**config.mk**
```make
export PLATFORM = sky130hd
export DESIGN_NAME = alu_issue_ctrl
export DESIGN_NICKNAME = d
export VERILOG_FILES = /design/src/rtl/alu_pkg.sv /design/src/rtl/alu_issue_ctrl_decode.sv /design/src/rtl/alu_issue_ctrl.sv
export SDC_FILE = /design/constraint.sdc
export NUM_CORES = 1
export LEC_CHECK = 0
export BUFFER_PORTS_ARGS = -buffer_cell sky130_fd_sc_hd__buf_4
export CAP_MARGIN = 20
export CORE_ASPECT_RATIO = 1.4
export CORE_UTILIZATION = 45
export CTS_BUF_LIST = sky130_fd_sc_hd__clkbuf_8
export CTS_CLUSTER_DIAMETER = 50
export DETAILED_ROUTE_END_ITERATION = 12
export PLACE_DENSITY = 0.71
export SYNTH_ARGS = -nofsm -noshare
export SYNTH_HDL_FRONTEND = slang
export SYNTH_HIERARCHICAL = 1
export SYNTH_SLANG_ARGS = --single-unit
```
**constraint.sdc**
```tcl
create_clock -name clk -period 4.9 [get_ports clk]
set_input_delay 0.98 -clock clk [delete_from_list [all_inputs] [get_ports clk]]
set_output_delay 0.98 -clock clk [all_outputs]
set_load 0.01 [all_outputs]
```
**src/rtl/alu_pkg.sv**
```systemverilog
// Shared definitions for the ALU issue controller: op codes, instruction field
// positions, FSM states and the writes-a-register rule.
package alu_pkg;

    localparam logic [2:0] OP_NOOP0 = 3'b000;
    localparam logic [2:0] OP_NOOP1 = 3'b001;
    localparam logic [2:0] OP_ADD   = 3'b010;
    localparam logic [2:0] OP_SUB   = 3'b011;
    localparam logic [2:0] OP_SHL   = 3'b100;
    localparam logic [2:0] OP_SHR   = 3'b101;
    localparam logic [2:0] OP_ADDI  = 3'b110;
    localparam logic [2:0] OP_SUBI  = 3'b111;

    localparam int INSTR_W = 32;
    localparam int OP_MSB  = 31;
    localparam int OP_LSB  = 29;
    localparam int RD_LSB  = 24;
    localparam int RS1_LSB = 19;
    localparam int RS2_LSB = 14;
    localparam int IMM_LSB = 0;

    typedef enum logic [1:0] {
        ST_IDLE   = 2'd0,
        ST_DECODE = 2'd1,
        ST_EXEC   = 2'd2,
        ST_WB     = 2'd3
    } state_t;

    // Both 000 and 001 are no-ops; every other op produces a register result.
    function automatic logic op_has_result(input logic [2:0] op);
        return (op != OP_NOOP0) && (op != OP_NOOP1);
    endfunction

endpackage

```
**src/rtl/alu_issue_ctrl_decode.sv**
```systemverilog
// instr_field_decode: pure combinational split of a latched instruction word
// into op, register addresses, sign-extended immediate and the write flag.
module instr_field_decode
    import alu_pkg::*;
#(
    parameter int DATA_W     = 32,
    parameter int REG_ADDR_W = 5,
    parameter int IMM_W      = 14
) (
    input  logic [INSTR_W-1:0]    instr,
    output logic [2:0]            op,
    output logic [REG_ADDR_W-1:0] rd,
    output logic [REG_ADDR_W-1:0] rs1,
    output logic [REG_ADDR_W-1:0] rs2,
    output logic [DATA_W-1:0]     imm_ext,
    output logic                  writes_reg
);

    assign op  = instr[OP_MSB:OP_LSB];
    assign rd  = instr[RD_LSB  +: REG_ADDR_W];
    assign rs1 = instr[RS1_LSB +: REG_ADDR_W];
    assign rs2 = instr[RS2_LSB +: REG_ADDR_W];

    assign imm_ext = {{(DATA_W - IMM_W){instr[IMM_LSB + IMM_W - 1]}}, instr[IMM_LSB +: IMM_W]};

    // Writes to r0 are dropped here so the sequencer can skip the WB state.
    assign writes_reg = op_has_result(op) && (rd != '0);

endmodule

```
**src/rtl/alu_issue_ctrl.sv**
```systemverilog
// alu_issue_ctrl: IDLE/DECODE/EXEC/WB sequencer that issues one ALU op and one
// register write per instruction. Define ALU_ISSUE_RETIRE_COUNT_EN for retire_cnt.
module alu_issue_ctrl
    import alu_pkg::*;
#(
    parameter int DATA_W     = 32,
    parameter int REG_ADDR_W = 5,
    parameter int IMM_W      = 14
) (
    input  logic                  clk,
    input  logic                  rst,
    input  logic                  instr_valid,
    output logic                  instr_ready,
    input  logic [31:0]           instr,
    output logic [REG_ADDR_W-1:0] rs1_addr,
    output logic [REG_ADDR_W-1:0] rs2_addr,
    output logic [2:0]            alu_op,
    output logic [DATA_W-1:0]     imm,
    input  logic [DATA_W-1:0]     alu_result,
    output logic                  rf_we,
    output logic [REG_ADDR_W-1:0] rd_addr,
    output logic [DATA_W-1:0]     wb_data,
    output logic                  done
`ifdef ALU_ISSUE_RETIRE_COUNT_EN
    ,
    output logic [31:0]           retire_cnt
`endif
);

    state_t                state;
    logic [INSTR_W-1:0]    instr_q;

    logic [2:0]            dec_op;
    logic [REG_ADDR_W-1:0] dec_rd;
    logic [REG_ADDR_W-1:0] dec_rs1;
    logic [REG_ADDR_W-1:0] dec_rs2;
    logic [DATA_W-1:0]     dec_imm;
    logic                  dec_writes;

    instr_field_decode #(
        .DATA_W     (DATA_W),
        .REG_ADDR_W (REG_ADDR_W),
        .IMM_W      (IMM_W)
    ) u_decode (
        .instr      (instr_q),
        .op         (dec_op),
        .rd         (dec_rd),
        .rs1        (dec_rs1),
        .rs2        (dec_rs2),
        .imm_ext    (dec_imm),
        .writes_reg (dec_writes)
    );

    // All outputs are registered; rf_we and done default low so they pulse.
    always_ff @(posedge clk or posedge rst) begin
        if (rst) begin
            state       <= ST_IDLE;
            instr_q     <= '0;
            instr_ready <= 1'b1;
            rs1_addr    <= '0;
            rs2_addr    <= '0;
            rd_addr     <= '0;
            alu_op      <= OP_NOOP0;
            imm         <= '0;
            wb_data     <= '0;
            rf_we       <= 1'b0;
            done        <= 1'b0;
        end else begin
            rf_we <= 1'b0;
            done  <= 1'b0;
            case (state)
                ST_IDLE: begin
                    if (instr_valid && instr_ready) begin
                        instr_q     <= instr;
                        instr_ready <= 1'b0;
                        state       <= ST_DECODE;
                    end
                end
                ST_DECODE: begin
                    rs1_addr <= dec_rs1;
                    rs2_addr <= dec_rs2;
                    rd_addr  <= dec_rd;
                    imm      <= dec_imm;
                    alu_op   <= dec_op;
                    state    <= ST_EXEC;
                end
                ST_EXEC: begin
                    alu_op  <= OP_NOOP0;
                    wb_data <= alu_result;
                    done    <= 1'b1;
                    if (dec_writes) begin
                        rf_we <= 1'b1;
                        state <= ST_WB;
                    end else begin
                        instr_ready <= 1'b1;
                        state       <= ST_IDLE;
                    end
                end
                ST_WB: begin
                    instr_ready <= 1'b1;
                    state       <= ST_IDLE;
                end
                default: begin
                    alu_op      <= OP_NOOP0;
                    instr_ready <= 1'b1;
                    state       <= ST_IDLE;
                end
            endcase
        end
    end

`ifdef ALU_ISSUE_RETIRE_COUNT_EN
    logic [31:0] retire_q;

    always_ff @(posedge clk or posedge rst) begin
        if (rst) begin
            retire_q <= '0;
        end else if (done) begin
            retire_q <= retire_q + 32'd1;
        end
    end

    assign retire_cnt = retire_q;
`endif

endmodule

```
Word level (Yosys, flattened, before mapping). Cells that the tools add are included.

Register bits: 101. Logic and storage cells: 37.

Reduce and logical (&&, ||, !) cells: 10. Muxes and demuxes: 10. Eq/ne operators: 6.

Operators by type and width (number): one-hot mux 2 bit (4 select lines) (1); one-hot mux 3 bit (2 select lines) (1); nonzero test 3 bit (2); 2-to-1 mux 1 bit (5); nonzero test 5 bit (1); equality test 2 bit, second input constant (2); 2-to-1 mux 2 bit (2); != test 2 bit, second input constant (2); logical AND 1 bit (3); != test 3 x 1 -> 1 bit, second input constant (1); one-hot mux 1 bit (3 select lines) (1); AND reduction 3 bit (1); equality test 2 x 1 -> 1 bit, second input constant (1); logical NOT 2 bit (1); AND reduction 2 bit (1); nonzero test 2 bit (1).

Logic depth before layout (Yosys ltp).
Depth after elaboration: 5. Gate-level depth with buffers: 6. Gate-level depth less buffers: 5.

Cells and area by module. Netlist, hierarchy kept.

Modules (own cells, without submodules): alu_issue_ctrl (sequential area each 2979.1 um^2, times used 1, cells each 269, area each 4620.7 um^2); instr_field_decode (sequential area each 0.0 um^2, times used 1, cells each 52, area each 391.6 um^2).

Least setup slack after synthesis. OpenSTA, ideal clock, no wires.

Path type: input-to-reg. Start: input port instr_valid. End: register instr_q[0]. Buffers on the path: 1. Arrival time: 1.571 ns. Stages: 3. Setup time: 0.125 ns. Path slack: 3.204 ns. Path through: nand3_2 > buf_6 > mux2_4.

Word-level cells in the longest chain between the ends: 2.

Ends and longest elaborated chain: from (decl) (line alu_issue_ctrl.sv:12) `input logic instr_valid,`; logical AND 1 bit (line alu_issue_ctrl.sv:73) `if (instr_valid && instr_ready) begin`; AND reduction 2 bit (no source line); to (signal assigned) (line alu_issue_ctrl.sv:74) `instr_q <= instr;`; to (decl) (line alu_issue_ctrl.sv:31) `logic [INSTR_W-1:0] instr_q;`.

Every way passes these cells. A chain may end at the register's enable or synchronous reset.

Worst setup path after layout.
Start: register instr_ready. End: output port instr_ready.

RTL lines: from (decl) (line alu_issue_ctrl.sv:13) `output logic instr_ready,`; from (signal assigned) (line alu_issue_ctrl.sv:59) `instr_ready <= 1'b1;`; from (signal assigned) (line alu_issue_ctrl.sv:75) `instr_ready <= 1'b0;`; from (signal assigned) (line alu_issue_ctrl.sv:95) `instr_ready <= 1'b1;`.

No word-level cell between the ends.

==> flow_summary.yaml <==
placed_design:
  dp_hpwl_um: 6180
  placed_area_um2: 5913
  portBuffers: 151
  gp_congestion: 0.7115
  placedCellCount: 556
sta:
  period_needed_ps: 2094
  rsz0062_at_grt: "no"
  max_freq_mhz: 477.5
  tightestPinTransition_ps: 734.1
  setup_tns_ps: 0
  hold_viol_final: 0
  max_slew_margin_pct: 51.06
  drv_slew: 0
  skew_ps: 6.540
  fin_crit_sh_pct: 42.74
  setup_viol: 0
grt:
  grt_pass1_vias: 2902
  antenna_found_initial: 0
  grt_pass1_wl_um: 14480
  grt_use_total_pct: 16.41
  use_met2_pct: 24.82
  met1_usage_pct: 19.95
  grt_max_degree: 61
  grt_busiest_layer: "met2"
  use_met3_pct: 7.674
  overflow: 0
floorplan:
  die_w_um: 91.20
  rows: 45
  initial_core_util_pct: 46.13
  die-area_um2: 11570
  pin_count: 152
  die_h_um: 126.9
  core-area_um2: 10870
worst_setup_path:
  worstReg2RegStart: "state[1]"
  cp.required_ps: 3920
  critical_path_class: "flip-flop to output pin"
  rrSetupSlack_ps: 3040
  start_kind: "flip-flop"
  critPathSlowestCell: "dfstp_2"
  critPathTopFamily: "flip-flops"
  crit_start: "instr_ready"
  worst-path-max-fanout: 5
  arrival_ps: 1110
  path_buf_inv: 1
  reg2reg_to: "instr_q[30]"
  endpoint_kind: "output pin"
  slowest_delay_ps: 560
  r2r_cells: 5
  cp_cell_sequence: "buf_4"
detailed_routing:
  drc: 0
  vias: 2762
  routed_via_density: 4.721
  postRouteAntennaNets: 0
  first_pass_iters: 4
  drt-wirelength-per-cell_um: 15.09
  wl_um: 8827
  first_iter_violations: 87
final_layout:
  syn_to_final_growth_pct: 24.64
  diodes: 0
  stdcell_count: 585
  multi_input_area_um2: 1549
  ff_latch_area_um2: 2979
  final_area_um2: 6247
  drive_above_1_share_pct: 66.89
  finalNetCount: 506
  fillCellCount: 883
clock_tree:
  cts-root-buf: "clkbuf_8"
  clk_latency_ps: 420
  cts_max_path_buffers: 2
  clkTransAtPathRegs_ps: 60
  cts_tree: "yes"
  cts_resized: 0
  clock_sinks: 119
  htreeDepth: 4
  cts_hold_buffers: 0
  post_cts_buffers: 0
  cts_buffers: 17
flow_run:
  max_cap_violations: 0
logic_synthesis:
  netlist-cell-type-count: 21
  netlist_area_um2: 5012
  synth_area_per_cell_um2: 15.61
  post_synth_inst_count: 321
  synthesis.nets: 393
  synth_warnings: 6
  ys_ff_latch: 119
  synth_seq_area_share_pct: 59.44
hold_path:
  hp-class: "primary input to asynchronous set/reset pin"
pwr:
  vdd_drop_max_v: 0.0003414
  p_leak_nw: 3.062
  total_power_mw: 4.407
  power.density_nw_per_um2: 705.5
run_status:
  status: "finished clean"
==> worst max path at each step <==
stage	end	slack [ps]	cells past startpoint
final	instr_ready	2810	1
after global routing	instr_ready	2750	1
after CTS	instr_ready	2760	1
after detailed placement	instr_q[30]	2690	4
after global placement	instr_q[30]	2710	4
after floorplan	alu_op[0]	760	1
==> worst register-to-register path: stages, from the launching register on <==
cell and delay (ps):
dfrtp_1 420, inv_1 110, ha_1 240, nand3_2 80
buf_4 490, mux2_2 410
==> registers in the layout, indices dropped and copies added (netlist names) <==
signal,cells
rf_we,1
done,1
rd_addr,5
alu_op,3
state,2
rs2_addr,5
wb_data,32
imm,32
instr_ready,1
rs1_addr,5
instr_q,32
==> cell usage in the layout, fill, tap and decap left out, types with 2 or more instances in the layout <==
master	instances
dfrtp_1	118
clkinv_2	4
nand3b_1	3
a21boi_0	2
inv_1	8
ha_1	4
mux2_2	81
buf_4	155
o21ai_0	4
clkbuf_8	22
mux2_4	30
==> layer usage <==
layer	wire [µm]	vias up
met4	148	0
met5	0	-
met1	3706	1348
met2	4150	122
met3	821	14
li1	-	1278
==> power by group <==
part | switching (mW) | internal [mW] | leakage (nW)
registers | 0.294 | 1.50 | 1.42
logic | 0.700 | 1.16 | 1.45
clock network | 0.351 | 0.399 | 0.190
==> stage by stage <==
step | setup slack (ps) | util, % | hold slack [ps]
after floorplan | 764.2 | - | 480.6
after global placement | 2714 | 54.23 | 490.6
after detailed placement | 2689 | 54.42 | 489.1
after CTS | 2765 | 57.49 | 391.4
after global routing | 2754 | 57.49 | 400.6
final | 2806 | 57.49 | 424.3
==> cells in the mapped netlist <==
| master | n | area, µm² |
|---|---|---|
| o21ai_0 | 4 | 20.02 |
| or4_1 | 1 | 7.510 |
| and2_1 | 1 | 6.260 |
| nand3_2 | 1 | 10.01 |
| nor2_1 | 1 | 3.750 |
| mux2_4 | 30 | 450.4 |
| buf_4 | 54 | 405.4 |
| dfstp_2 | 1 | 26.28 |
| mux2_2 | 81 | 912.1 |
| buf_6 | 3 | 33.78 |
| a21boi_0 | 2 | 15.01 |
| o31ai_1 | 1 | 7.510 |
| o22a_1 | 1 | 8.760 |
| nand3b_1 | 3 | 22.52 |
| inv_1 | 6 | 22.52 |
| a21oi_1 | 1 | 5.000 |
| buf_2 | 5 | 25.02 |
| o32a_1 | 1 | 10.01 |
| dfrtp_1 | 118 | 2953 |
| nor3_1 | 1 | 5.000 |
| ha_1 | 5 | 62.56 |
==> final cells by class <==
cell class                      instances  share of cell area, %
Sequential cell                       119                  47.69
Multi-Input combinational cell        134                  24.79
Timing Repair Buffer                  156                  18.95
Clock buffer                           22                  4.847
Tap cell                              141                  2.824
Clock inverter                          7                 0.5007
Inverter                                6                 0.4006
==> cell families after synthesis <==
logic type	after synthesis	share of synthesized area, %
fa+ha+maj	5	1.248
buf+inv	68	9.710
compound gates	10	1.323
mux	111	27.18
flops	119	59.44
simple gates	8	1.098
(Power assumes the default switching activity.)
